`src/rtl/md_iter_unit.sv`:
```
// Iterative radix-2 multiply/divide unit for the EX stage.
// MULT/MULTU use shift-add, DIV/DIVU use restoring shift-subtract; one bit per cycle.
// Stall_EX holds the pipeline from the start cycle until the single-cycle done pulse.
module md_iter_unit #(
    parameter int WIDTH = 32
) (
    input  logic             clk,
    input  logic             rst,
    input  logic             start,
    input  logic [1:0]       op,
    input  logic [WIDTH-1:0] src_a,
    input  logic [WIDTH-1:0] src_b,
    input  logic             cancel,
    output logic             Stall_EX,
    output logic             done,
    output logic [WIDTH-1:0] hi,
    output logic [WIDTH-1:0] lo
);

    typedef enum logic [1:0] {IDLE, BUSY, DONE} state_t;

    state_t             state_q, state_d;
    logic [5:0]         cnt_q, cnt_d;
    logic [WIDTH-1:0]   hi_q, hi_d, lo_q, lo_d;

    // Operand/iteration datapath; captured on accept, no reset needed
    logic               div_q;      // 1: divide, 0: multiply
    logic               negq_q;     // negate product / quotient
    logic               negr_q;     // negate remainder (dividend sign)
    logic               bzero_q;    // divisor was zero
    logic [WIDTH-1:0]   araw_q;     // raw dividend for the divide-by-zero result
    logic [WIDTH-1:0]   opb_q;      // multiplicand magnitude or divisor magnitude
    logic [2*WIDTH-1:0] acc_q;      // mult: {partial, multiplier}; div: {remainder, quotient}

    logic               accept;
    logic [WIDTH:0]     mul_sum;
    logic [2*WIDTH-1:0] mul_acc;
    logic [WIDTH:0]     div_shift, div_diff, div_rem;
    logic [2*WIDTH-1:0] div_acc;
    logic [2*WIDTH-1:0] step_acc;
    logic [2*WIDTH-1:0] prod;
    logic [WIDTH-1:0]   res_hi, res_lo;

    function automatic logic [WIDTH-1:0] mag(input logic [WIDTH-1:0] x, input logic is_signed);
        return (is_signed && x[WIDTH-1]) ? (~x + WIDTH'(1)) : x;
    endfunction

    function automatic logic [WIDTH-1:0] neg_w(input logic [WIDTH-1:0] x, input logic en);
        return en ? (~x + WIDTH'(1)) : x;
    endfunction

    function automatic logic [2*WIDTH-1:0] neg_2w(input logic [2*WIDTH-1:0] x, input logic en);
        return en ? (~x + (2*WIDTH)'(1)) : x;
    endfunction

    assign accept = (state_q == IDLE) && start && !cancel;

    // One radix-2 iteration of both algorithms plus the sign-corrected final result
    always_comb begin
        mul_sum   = {1'b0, acc_q[2*WIDTH-1:WIDTH]} + (acc_q[0] ? {1'b0, opb_q} : '0);
        mul_acc   = {mul_sum, acc_q[WIDTH-1:1]};
        div_shift = {acc_q[2*WIDTH-1:WIDTH], acc_q[WIDTH-1]};
        div_diff  = div_shift - {1'b0, opb_q};
        div_rem   = div_diff[WIDTH] ? div_shift : div_diff;
        div_acc   = {div_rem[WIDTH-1:0], acc_q[WIDTH-2:0], ~div_diff[WIDTH]};
        step_acc  = div_q ? div_acc : mul_acc;
        prod      = neg_2w(mul_acc, negq_q);
        if (!div_q) begin
            res_hi = prod[2*WIDTH-1:WIDTH];
            res_lo = prod[WIDTH-1:0];
        end else if (bzero_q) begin
            res_hi = araw_q;
            res_lo = '1;
        end else begin
            res_hi = neg_w(div_acc[2*WIDTH-1:WIDTH], negr_q);
            res_lo = neg_w(div_acc[WIDTH-1:0], negq_q);
        end
    end

    // Control state, iteration counter and result registers
    always_ff @(posedge clk) begin
        if (rst) begin
            state_q <= IDLE;
            cnt_q   <= '0;
            hi_q    <= '0;
            lo_q    <= '0;
        end else begin
            state_q <= state_d;
            cnt_q   <= cnt_d;
            hi_q    <= hi_d;
            lo_q    <= lo_d;
        end
    end

    // Operand capture on accept, then one iteration per BUSY cycle
    always_ff @(posedge clk) begin
        if (accept) begin
            div_q   <= op[1];
            negq_q  <= op[0] && (src_a[WIDTH-1] ^ src_b[WIDTH-1]);
            negr_q  <= op[0] && src_a[WIDTH-1];
            bzero_q <= (src_b == '0);
            araw_q  <= src_a;
            opb_q   <= op[1] ? mag(src_b, op[0]) : mag(src_a, op[0]);
            acc_q   <= {{WIDTH{1'b0}}, (op[1] ? mag(src_a, op[0]) : mag(src_b, op[0]))};
        end else if (state_q == BUSY) begin
            acc_q   <= step_acc;
        end
    end

    // Next-state logic; cancel wins over completion, DONE never re-samples start
    always_comb begin
        state_d  = state_q;
        cnt_d    = cnt_q;
        hi_d     = hi_q;
        lo_d     = lo_q;
        Stall_EX = 1'b0;
        done     = 1'b0;
        case (state_q)
            IDLE: begin
                if (accept) begin
                    Stall_EX = 1'b1;
                    state_d  = BUSY;
                    cnt_d    = '0;
                end
            end
            BUSY: begin
                Stall_EX = 1'b1;
                if (cancel) begin
                    state_d = IDLE;
                    cnt_d   = '0;
                end else if (cnt_q == 6'(WIDTH-1)) begin
                    hi_d    = res_hi;
                    lo_d    = res_lo;
                    state_d = DONE;
                end else begin
                    cnt_d   = cnt_q + 6'd1;
                end
            end
            DONE: begin
                Stall_EX = 1'b1;
                done     = 1'b1;
                state_d  = IDLE;
                cnt_d    = '0;
            end
            default: begin
                state_d = IDLE;
                cnt_d   = '0;
            end
        endcase
    end

    assign hi = hi_q;
    assign lo = lo_q;

endmodule

```
`config.mk`:
```
export PLATFORM = sky130hd
export DESIGN_NAME = md_iter_unit
export DESIGN_NICKNAME = d
export VERILOG_FILES = /design/src/rtl/md_iter_unit.sv
export SDC_FILE = /design/constraint.sdc
export NUM_CORES = 1
export LEC_CHECK = 0
export BUFFER_PORTS_ARGS = -buffer_cell sky130_fd_sc_hd__buf_2
export CAP_MARGIN = 20
export CELL_PAD_IN_SITES_DETAIL_PLACEMENT = 0
export CELL_PAD_IN_SITES_GLOBAL_PLACEMENT = 1
export CORE_MARGIN = 1
export CORE_UTILIZATION = 25
export CTS_CLUSTER_DIAMETER = 100
export DETAILED_ROUTE_END_ITERATION = 16
export GPL_ROUTABILITY_DRIVEN = 0
export PLACE_DENSITY_LB_ADDON = 0.25
export SYNTH_ARGS = -nofsm -noshare
export SYNTH_HDL_FRONTEND = slang
export SYNTH_SLANG_ARGS = --single-unit
```
`constraint.sdc`:
```
create_clock -name clk -period 7.55 [get_ports clk]
set_input_delay 0.755 -clock clk [delete_from_list [all_inputs] [get_ports clk]]
set_output_delay 0.755 -clock clk [all_outputs]
set_load 0.02 [all_outputs]
```
# == Yosys cells after proc, flatten, opt, wreduce, memory -nomap -nowiden ==
# Cells that the tools add are included.
# totals
ff_bits,204
inputBits,70
elab_cells,74
# op_classes
add_sub_neg,8
n_eq_ne,6
n_mux,27
n_bitwise,8
n_reduce_logical,13
# op_table
op,count
32-bit two-way mux,14
"32-bit by 1-bit adder with 32-bit output, second input constant",4
64-bit two-way mux,2
32-bit NOT,4
"64-bit by 1-bit adder with 64-bit output, second input constant",1
64-bit NOT,1
32-bit by 32-bit adder with 33-bit output,1
33-bit by 32-bit subtractor with 33-bit output,1
32-bit logical NOT,1
6-bit two-way mux,3
6-bit one-hot mux with 2 select lines,1
"6-bit by 1-bit adder with 6-bit output, second input constant",1
"6-bit by 5-bit equality test with 1-bit output, second input constant",1
2-bit two-way mux,3
1-bit logical AND,5
2-bit one-hot mux with 2 select lines,1
2-bit AND reduction,2
"3-bit by 2-bit inequality test with 1-bit output, second input constant",1
"3-bit inequality test, second input constant",1
3-bit AND reduction,1
"2-bit by 1-bit equality test with 1-bit output, second input constant",1
"2-bit equality test, second input constant",1
2-bit logical NOT,1
1-bit two-way mux,2
7 further kinds,8

# == Longest topological paths before layout ==
# depth
word_depth,7
ltp_mapped,26
depth_no_buf,21

# == Worst setup path before layout ==
# No wires, ideal clock.
# synth_timing
path_kind,register to register
startpoint,reg acc_q[31]
endpoint,reg hi_q[28] (netlist: hi[28])
arrival_time_ns,5.031
path_slack_ns,2.389
stages_incl_launch_ff,26
synth_period_minus_slack_ns,5.161
path_cell_list,edfxtp_1 -> clkbuf_1 -> inv_1 -> ha_1 -> fa_1 -> nand2b_1 -> a21oi_1 -> o211ai_1 -> a21boi_1 -> or3_4 -> and2_1 -> buf_4 -> buf_2 -> buf_2 -> buf_1 -> nand2_1 -> o21ai_0 -> ha_1 -> nand2_1 -> nor3_1 -> a21oi_1 -> a2111o_1 -> o41ai_2 -> xnor2_1 -> o221ai_1 -> nor3b_2
# synth_between
elab_chain_cells,7
elab_cells_between_ends,10
cone_classes,add/sub (3); mux (5); bitwise (2)
# synth_rtl
item,line_no,source
from (decl),33,logic [2*WIDTH-1:0] acc_q;
from (signal assigned),104,"acc_q <= {{WIDTH{1'b0}}, (op[1] ? mag(src_a, op[0]) : mag(src_b, op[0]))};"
from (signal assigned),106,acc_q <= step_acc;
33-bit by 32-bit subtractor with 33-bit output,63,"div_diff = div_shift - {1'b0, opb_q};"
32-bit two-way mux,64,div_rem = div_diff[WIDTH] ? div_shift : div_diff;
32-bit NOT,49,return en ? (~x + WIDTH'(1)) : x;
32-bit by 1-bit adder with 32-bit output,49,
32-bit two-way mux,49,
32-bit two-way mux,71,end else if (bzero_q) begin
32-bit two-way mux *,68,if (!div_q) begin
to (signal assigned),90,hi_q <= hi_d;
to (decl),24,"logic [WIDTH-1:0] hi_q, hi_d, lo_q, lo_d;"
# Every way passes the cells marked *; elsewhere a longest branch is shown, timed or not.
# A chain may end at the register's enable or synchronous reset.

# == Worst setup path in the final report ==
# layout_timing
startpoint,reg acc_q[31]
endpoint,reg hi_q[14] (netlist: hi[14])
# The elaborated chain is that of the path after synthesis.

==> results.txt <==
Critical path's largest stage delay: 670 ps
Share of cells above drive strength 1: 11.36%
Synth Warn #: 0
Die area: 0.07198 mm2
Routed vias: 17060
RSZ-0062 raised after global routing: no
Syn_nets: 2360
Hold endpoint: araw_q[31]
Antenna cells: 0
CTS clk-pin slew, worst paths: 60 ps
Antenna violations before repair: 2
Post-synth top area share: 16.94%
Data required, critical path: 7990 ps
Setup slack at placement: 1641 ps
Vias in the first global route: 16490
IO buf count: 135
Max cap viols: 0
Worst hold path type: in2reg
Min-delay src: src_a[31]
Crit path depth: 18
Leading area contributor after synthesis: edfxtp_1
CP cell instances: inv_1 > ha_1 > fa_1 > nand2b_1 > a21oi_1 > o211ai_1 > a21boi_1 > o21ai_1 > and2_2 > o21ai_0 > ha_1 > nand2_1 > nor3_1 > a21oi_1 > or4_1 > or3_1 > a41oi_1 > o21ai_0
Most frequent cells in the layout: nand2_1 (236), nor2_1 (222), a21oi_1 (193), o21ai_0 (157), xnor2_1 (155)
Synth Area per Inst: 8.007 um2
Initial Util: 25.27%
Area grow syn2layout: 14.12%
Delay-heaviest family, CP: compound AO/OA/AOI/OAI gates
CTS resizes: 0
Fin crit share: 78.38%
Final setup violation count: 0
Buffers plus inverters on the worst setup path: 1
CP Launch Type: flop
Post-DR wirelength/cell: 22.68 um
CTS tree: done
Worst rel slew slack: 30.17%
DP HPWL: 57360 um
GRT Util Overall: 20.07%
Post-layout nets: 2405
CP max stage cell: or4_1
Sequential share of the synthesized area: 28.68%
Ys flop type: dfxtp_1
Peak VDD IR: 0.1574 mV
Total Neg Setup Slack: 0 ps
Final Hold Vio Count: 0
Pins Over Slew Limit: 0
Skew-Pair Late Insertion Delay: 570 ps
#FFs+latches synth: 204
RR Endpoint: hi[14]
Crit end category: flop
Worst Path Arrival: 6360 ps
Global-route wire length before repair: 108300 um
Site row count: 97
Total gr overflow: 0
Netlist cell types: 85
Die X: 268.3 um
Chip height: 268.3 um
R2R cell count: 18
FF-to-FF setup slack: 1630 ps
H-tree Lvls: 1
Clk buf depth: 3
Post-synth EDFFs: 100
Initial drt markers: 1282
Final Skew: 18.22 ps
Post-route ant nets: 0
Async SR Flop Fraction: 0%
CTS root buffer: clkbuf_16
Clock sink count: 204
Final min period: 5918 ps
Crit Path Max Fanout: 9
Hold path cells: 1
DR DRC count: 0
Ports: 136
Commonest non-fill, non-tap cell in the layout: nand2_1
Vias per inst: 5.299
Post-Syn Area: 0.01773 mm2
Status: finished clean
Core Area: 0.07015 mm2
Largest net degree at the start of global routing: 84
Num CTS Buffers: 27
Kind of critical path: reg2reg
Final WS setup: 1632 ps
RR Startpoint: acc_q[31]
Cell leakage power: 0.007777 uW
PwrDens: 259.3 mW/mm2
Slew at the pin closest to its max-slew limit: 1047 ps
Mapped Cells: 2214
Synth top area cells: edfxtp_1 (17%), dfxtp_1 (12%), mux2i_1 (7.7%)
Count of hold-fix buffers inserted at cts: 0
Drt total wl: 73040 um
Drt first pass iters: 5
Post-CTS Setup Inserts: 0
Peak Freq: 169.0 MHz
## report_power, final
| part | total, uW | internal, uW | leakage [uW] | switching (uW) |
|---|---|---|---|---|
| clock | 1510 | 952 | 0.000496 | 560 |
| sequential | 1420 | 1270 | 0.00178 | 155 |
| combinational | 2310 | 816 | 0.00550 | 1500 |
## how the worst max path moves through the flow
| stage | slack, ps | from | endpoint |
|---|---|---|---|
| 2_1_floorplan | 2390 | acc_q[31] | hi[28] |
| 3_3_place_gp | 1720 | acc_q[31] | hi[14] |
| 3_5_place_dp | 1640 | acc_q[31] | hi[14] |
| 4_1_cts | 1650 | acc_q[31] | hi[14] |
| 5_1_grt | 1300 | acc_q[31] | hi[14] |
| 6_report | 1630 | acc_q[31] | hi[14] |
## cells in the mapped netlist (all sizes together) (7+ instances only)
cell    count
xor2       71
o31ai      35
a211oi     28
and3        9
nor3       53
nor4       31
o41ai      11
mux2i     137
or3        27
a31oi      21
nor2      224
a21oi     195
xnor2     155
nand2     237
clkbuf    108
o21a       18
dfxtp     104
o21ai     163
ha         74
inv        73
and2       12
edfxtp    100
o211ai     26
or2         7
or4        11
mux2       19
a21o       20
o21bai      8
nand3      32
buf        34
nand2b     19
nand4      19
o221ai     37
## state kept, by name (all words and copies together), names as in the netlist, 2 cells and up
name	flops
lo	32
opb_q	32
cnt_q	6
hi	32
araw_q	32
state_q	2
acc_q	64
## per-layer routing
| metal | wire length [um] | track usage [%] |
|---|---|---|
| met2 | 31910 | 31.36 |
| met4 | 2640 | 7.058 |
| met5 | 0 | 0 |
| met1 | 34260 | 28.36 |
| met3 | 4234 | 2.208 |
## stage by stage
step	hold slack [ps]	cell area [um2]	power (uW)	instances	util (%)
global placement	433.3	19190	3715	3169	27.36
CTS	394.8	20230	5243	3220	28.84
detailed placement	439.4	19200	3707	3170	27.37
global route	415.7	20230	5534	3220	28.84
floorplan	449.2	17730	3028	2214	-
finish	420.9	20230	5246	3220	28.84
## kinds of logic after synthesis
logic type	after synthesis	synth area share [%]
and+or+nand+nor	704	18.34
AOI/OAI and AO/OA	632	22.61
xor gates and xnor gates	226	11.17
buffers and inverters	216	4.806
DFF	204	28.68
muxes	156	8.942
adders and majority gates	76	5.449
## cell type report
type	instances	area, um2
fill	7707	49920
multi-input combinational	1794	11810
sequential	204	5085
tap	940	1176
timing repair buffer	158	854.6
clock buffer	31	710.7
clock inverter	19	316.6
inverter	74	280.3
No activity file was read; power rests on OpenSTA's default activity.
